**config.mk**
```make
export PLATFORM = sky130hd
export DESIGN_NAME = icache
export DESIGN_NICKNAME = d
export VERILOG_FILES = /design/src/rtl/icache.sv
export SDC_FILE = /design/constraint.sdc
export NUM_CORES = 2
export LEC_CHECK = 0
export CORE_ASPECT_RATIO = 1.4
export CORE_MARGIN = 3
export CORE_UTILIZATION = 30
export CTS_BUF_LIST = sky130_fd_sc_hd__clkbuf_16
export CTS_CLUSTER_DIAMETER = 120
export DETAILED_ROUTE_END_ITERATION = 10
export PLACE_DENSITY = 0.44
export SYNTH_ARGS = -nofsm -noshare
export SYNTH_HDL_FRONTEND = slang
export SYNTH_SLANG_ARGS = --single-unit
```
**constraint.sdc**
```tcl
create_clock -name clk -period 5.85 [get_ports clk]
set_clock_uncertainty 0.15 [all_clocks]
set_input_delay 0.585 -clock clk [delete_from_list [all_inputs] [get_ports clk]]
set_output_delay 0.585 -clock clk [all_outputs]
set_load 0.01 [all_outputs]
```
**src/rtl/icache.sv**
```systemverilog
// icache: direct-mapped, read-only instruction cache with one-word lines.
// Serves one outstanding fetch at a time; a miss issues a single word fetch
// to the memory controller, fills the line and then answers the fetcher.
// A mispredict suppresses the pending answer but lets a started fill finish.
// Optional feature macro: ICACHE_STATS_EN adds saturating hit/miss counters.
module icache #(
  parameter int INDEX_WIDTH = 6,
  parameter int TAG_WIDTH   = 16 - INDEX_WIDTH
) (
  input  logic        clk,
  input  logic        rst,
  input  logic        rdy,
  input  logic        enable_from_if,
  input  logic [31:0] addr_from_if,
  output logic        ok_to_if,
  output logic [31:0] ins_to_if,
  output logic        enable_to_memctrl,
  output logic [31:0] addr_to_memctrl,
  input  logic        ok_from_memctrl,
  input  logic [31:0] ins_from_memctrl,
  input  logic        mispredict
`ifdef ICACHE_STATS_EN
  ,
  output logic [31:0] hit_count,
  output logic [31:0] miss_count
`endif
);

  localparam int LINES = 1 << INDEX_WIDTH;

  typedef enum logic [0:0] {
    S_IDLE = 1'b0,
    S_FILL = 1'b1
  } state_t;

  state_t                 r_state;
  state_t                 w_state_nxt;
  logic                   r_ok;
  logic                   w_ok_nxt;
  logic [31:0]            r_ins;
  logic [31:0]            w_ins_nxt;
  logic                   r_mem_en;
  logic                   w_mem_en_nxt;
  logic [31:0]            r_mem_addr;
  logic [31:0]            w_mem_addr_nxt;
  logic                   r_drop;
  logic                   w_drop_nxt;

  logic [LINES-1:0]       r_valid;
  logic [TAG_WIDTH-1:0]   r_tag  [LINES];
  logic [31:0]            r_data [LINES];

  logic [INDEX_WIDTH-1:0] w_req_idx;
  logic [TAG_WIDTH-1:0]   w_req_tag;
  logic [INDEX_WIDTH-1:0] w_fill_idx;
  logic [TAG_WIDTH-1:0]   w_fill_tag;
  logic                   w_hit;
  logic                   w_accept;
  logic                   w_fill_done;
  logic                   w_unused_addr;

  assign w_req_idx   = addr_from_if[INDEX_WIDTH+1:2];
  assign w_req_tag   = addr_from_if[17:INDEX_WIDTH+2];
  assign w_fill_idx  = r_mem_addr[INDEX_WIDTH+1:2];
  assign w_fill_tag  = r_mem_addr[17:INDEX_WIDTH+2];
  // Byte offset inside the word is irrelevant for word fetches.
  assign w_unused_addr = ^addr_from_if[1:0];

  assign w_hit       = r_valid[w_req_idx] && (r_tag[w_req_idx] == w_req_tag);
  // No new request in the answer cycle, and a flush cycle never starts one.
  assign w_accept    = (r_state == S_IDLE) && enable_from_if && !r_ok && !mispredict;
  assign w_fill_done = (r_state == S_FILL) && ok_from_memctrl;

  // Next-state and next-output decode; every target defaults to hold or idle.
  always_comb begin
    w_state_nxt    = r_state;
    w_ok_nxt       = 1'b0;
    w_ins_nxt      = r_ins;
    w_mem_en_nxt   = r_mem_en;
    w_mem_addr_nxt = r_mem_addr;
    w_drop_nxt     = r_drop;
    case (r_state)
      S_IDLE: begin
        if (w_accept) begin
          if (w_hit) begin
            w_ok_nxt  = 1'b1;
            w_ins_nxt = r_data[w_req_idx];
          end else begin
            w_mem_addr_nxt = {addr_from_if[31:2], 2'b00};
            w_mem_en_nxt   = 1'b1;
            w_drop_nxt     = 1'b0;
            w_state_nxt    = S_FILL;
          end
        end else begin
          w_state_nxt = S_IDLE;
        end
      end
      S_FILL: begin
        // A flush during the fill only suppresses the answer.
        w_drop_nxt = r_drop | mispredict;
        if (w_fill_done) begin
          w_mem_en_nxt = 1'b0;
          w_state_nxt  = S_IDLE;
          if (!r_drop && !mispredict) begin
            w_ok_nxt  = 1'b1;
            w_ins_nxt = ins_from_memctrl;
          end else begin
            w_ok_nxt  = 1'b0;
          end
        end else begin
          w_state_nxt = S_FILL;
        end
      end
      default: begin
        w_state_nxt  = S_IDLE;
        w_mem_en_nxt = 1'b0;
      end
    endcase
  end

  // Control/state registers: synchronous active-low reset, frozen while rdy is low.
  always_ff @(posedge clk) begin
    if (!rst) begin
      r_state    <= S_IDLE;
      r_ok       <= 1'b0;
      r_ins      <= 32'h0000_0000;
      r_mem_en   <= 1'b0;
      r_mem_addr <= 32'h0000_0000;
      r_drop     <= 1'b0;
    end else if (rdy) begin
      r_state    <= w_state_nxt;
      r_ok       <= w_ok_nxt;
      r_ins      <= w_ins_nxt;
      r_mem_en   <= w_mem_en_nxt;
      r_mem_addr <= w_mem_addr_nxt;
      r_drop     <= w_drop_nxt;
    end
  end

  // Valid bits: cleared only by reset, set when a fill completes.
  always_ff @(posedge clk) begin
    if (!rst) begin
      r_valid <= '0;
    end else if (rdy && w_fill_done) begin
      r_valid[w_fill_idx] <= 1'b1;
    end
  end

  // Tag/data array write on fill completion; contents need no reset.
  always_ff @(posedge clk) begin
    if (rst && rdy && w_fill_done) begin
      r_tag[w_fill_idx]  <= w_fill_tag;
      r_data[w_fill_idx] <= ins_from_memctrl;
    end
  end

  assign ok_to_if          = r_ok;
  assign ins_to_if         = r_ins;
  assign enable_to_memctrl = r_mem_en;
  assign addr_to_memctrl   = r_mem_addr;

`ifdef ICACHE_STATS_EN
  logic [31:0] r_hit_count;
  logic [31:0] r_miss_count;
  logic        w_hit_inc;
  logic        w_miss_inc;

  assign w_hit_inc  = w_accept && w_hit;
  assign w_miss_inc = w_accept && !w_hit;

  // Saturating accepted-hit / accepted-miss counters.
  always_ff @(posedge clk) begin
    if (!rst) begin
      r_hit_count  <= 32'h0000_0000;
      r_miss_count <= 32'h0000_0000;
    end else if (rdy) begin
      if (w_hit_inc && (r_hit_count != 32'hFFFF_FFFF)) begin
        r_hit_count <= r_hit_count + 32'd1;
      end
      if (w_miss_inc && (r_miss_count != 32'hFFFF_FFFF)) begin
        r_miss_count <= r_miss_count + 32'd1;
      end
    end
  end

  assign hit_count  = r_hit_count;
  assign miss_count = r_miss_count;
`endif

endmodule
```
==> run metrics <==
clock power share 42.8%; worst slack, placed 0.8478 ns; Post-Syn Area 0.1078 mm2; Die ar. 0.3667 mm2; Internal 0.03281 W; Total GRT Usage 18.82%; crit path launch type primary input; core box area 0.3565 mm2; Starting Density 30.25%; layout cells sized above 1 29.74%; combinational share of power 4.5%; Seq/Total Area, Yosys 77.28%; placed wire-length estimate 189,900 um; worst-path cell chain buf_8 -> buf_12 -> mux4_2 -> a32o_1 -> a2111oi_0 -> a31oi_1 -> a211o_1 -> nor4_2 -> a21oi_4 -> buf_12 -> mux2i_1; wire per inst 34.96 um; area of the multi-input gates 0.02381 mm2; Syn Area/Cell 23.10 um2; nets 5,152; vias in the first global route 54,100; Final period util 71.16%; EDFF count, synth 2,688; # Max-Cap Violations 0; pin count of the biggest net entering global routing 132; crit-path max cell delay 0.79 ns; initial antenna violation count 20; DRT iter0 DRCs 5,055; setup slack after layout 1.687 ns; Cells after Synth 4,668; Max Slew Vio Count 0; switching pwr 0.009057 W; RD Place Congestion 0.7512; Yosys reg bits 2,818; CTS tree yes; num rows 259; root buf cell clkbuf_16; final WL 349,800 um; hold crit path type primary input to register; Slew @ Worst Pin 1.279 ns; fill cell count 32,870; WP data required 6.41 ns; Sequential Power Share 52.7%; fmax 0.2402 GHz; CP dominant cell by count buf_12; die width 512.7 um; first-pass GRT wire length 476,000 um; synthesis-to-finish area growth 16.83%; max_slew headroom 14.74%; vias per cell 5.193; Clock Latency Late Sink 0.89 ns; # DRC 0; I/O pin count 136; Sw Ratio 21.63%; RSZ-0062 raised after global routing false; TritonCTS Sinks 2,818; Ys Warns 0; Most used DFF post-synth edfxtp_1; outcome completed; PostCTS Resize Cnt 0; post-layout min period 4.163 ns; worst vdd ir 214.2 uV; Lkg Pwr 38.83 nW; htree depth 5; Power Density 332.4 mW/mm2; Die Ht 715.3 um; drt pass-1 iters 5; DR vias 51,970; # setup viols final 0; TritonCTS Buffers 294; total gr overflow 0; endpoints failing hold 0; register area 0.08334 mm2; asr flop ratio synth 0%; crit path max fanout 53; critical path type primary input to register; Post-CTS Setup Repair Bufs 0; WP data arrival 4.72 ns; distinct cell type count after synthesis 70; register clock-pin slew on the reported worst setup and hold paths 0.06 ns; port buffer count 131; setup TNS 0 ns; Final ANT Viol Nets 0; Worst path slowest cell nor4_2; Crit. End Element register; CTS max path bufs 4
==> critical path, delay by kind of cell <==
family                 cells  cell delay (ns)
AO/OA/AOI/OAI              5             1.44
buffers and inverters      3             0.91
AND/OR/NAND/NOR            1             0.79
multiplexers               2             0.71
==> per-layer routing <==
layer	vias to the layer above	share of wire [%]	GRT usage, %
li1	20710	-	-
met1	29380	41	24.56
met2	1461	52	33.31
met3	417	4.3	2.216
met4	2	2.4	4.714
met5	-	0.0037	0
==> through the flow <==
| stage | hold WS, ns | instance area, um2 | utilization [%] | power [W] | std cells |
|---|---|---|---|---|---|
| 2_1_floorplan | 0.2708 | 107800 | - | 0.02357 | 4669 |
| 6_report | 0.05520 | 126000 | 35.34 | 0.04186 | 10010 |
| 5_1_grt | 0.06269 | 126000 | 35.33 | 0.04319 | 10000 |
| 3_3_place_gp | 0.2774 | 116900 | 32.80 | 0.02441 | 9481 |
| 3_5_place_dp | 0.2840 | 116900 | 32.80 | 0.02443 | 9481 |
| 4_1_cts | 0.01211 | 125900 | 35.33 | 0.04241 | 9991 |
==> power by group through the flow <==
stage | Clock (W) | Sequential, W | Combinational [W]
after floorplan | 0 | 0.0225 | 0.00105
after global placement | 0 | 0.0225 | 0.00190
after detailed placement | 0 | 0.0225 | 0.00192
after CTS | 0.0184 | 0.0221 | 0.00192
after global routing | 0.0191 | 0.0221 | 0.00199
final | 0.0179 | 0.0221 | 0.00187
==> registers in the layout, summed over array words and instances (netlist names) <==
name	cells
r_tag	640
addr_to_memctrl	30
ok_to_if	1
r_drop	1
r_valid	64
ins_to_if	32
r_data	2048
enable_to_memctrl	1
r_state	1
==> cell families (layout without fill, tap and decap cells) <==
kind of cell           after synthesis  after routing  share of synthesized area (%)
flip-flops                        2818           2818                          77.28
multiplexers                       981            981                          18.44
AND/OR/NAND/NOR                    366            366                          1.589
buffers and inverters              270            894                          1.109
AO/OA/AOI/OAI                      226            226                          1.532
XOR/XNOR                             6              6                        0.04874
other                                1             17                       0.003478
==> synthesized netlist by cell type (11+ instances only) <==
cell type	instances	area [um2]
mux2_2	11	123.9
buf_2	59	295.3
mux4_2	803	18080
buf_1	63	236.5
buf_4	17	127.6
a21oi_1	15	75.07
nor2b_1	15	93.84
a21o_1	64	480.5
o211ai_1	34	255.2
a22oi_1	28	210.2
nand2b_1	31	193.9
mux2i_1	167	1672
dfxtp_1	130	2603
nand2_1	156	585.6
clkbuf_1	120	450.4
nand3_1	25	125.1
edfxtp_1	2688	80720
nor2_1	81	304.0
==> final timing paths <==
path / from / to / slack [ns] / depth (start not counted)
max: addr_from_if[2] / ins_to_if[29] / 1.69 / 11
min: ins_from_memctrl[10] / r_data[63][10] / 0.06 / 1
max reg2reg: r_tag[58][2] / ins_to_if[29] / 1.74 / 10
min reg2reg: r_valid[28] / r_valid[28] / 0.30 / 1
==> final cells by class <==
| cell class | count | share of cell area (%) |
|---|---|---|
| clock buffer | 299 | 5.940 |
| sequential | 2818 | 66.16 |
| inverter | 5 | 0.01689 |
| timing repair buffer | 382 | 3.108 |
| multi-input combinational | 1581 | 18.90 |
| tap | 4698 | 4.667 |
| clock inverter | 208 | 1.177 |
| antenna | 15 | 0.02980 |
==> placed cells by master (no fill, tap or decap), types with 16 or more instances in the layout <==
cell type and instances:
edfxtp_1 2688, mux4_2 803, clkbuf_16 299, buf_4 180, mux2i_1 167, nand2_1 156
dfxtp_1 119, clkdlybuf4s50_1 92, inv_1 69, buf_12 68, nor2_4 64, a21o_1 64
clkinv_1 54, clkinv_2 43, o211ai_1 34, buf_2 33, nand2b_1 31, a22oi_1 28
nand3_1 25, nor2_1 17, bufinv_16 16
==> repair_timing <==
item                                    4_1_cts  5_1_grt
hold buffers                                  3        0
endpoints found under the hold margin        36        0
endpoints found under the setup margin        0        0
Power figures use the tool's default switching activity.
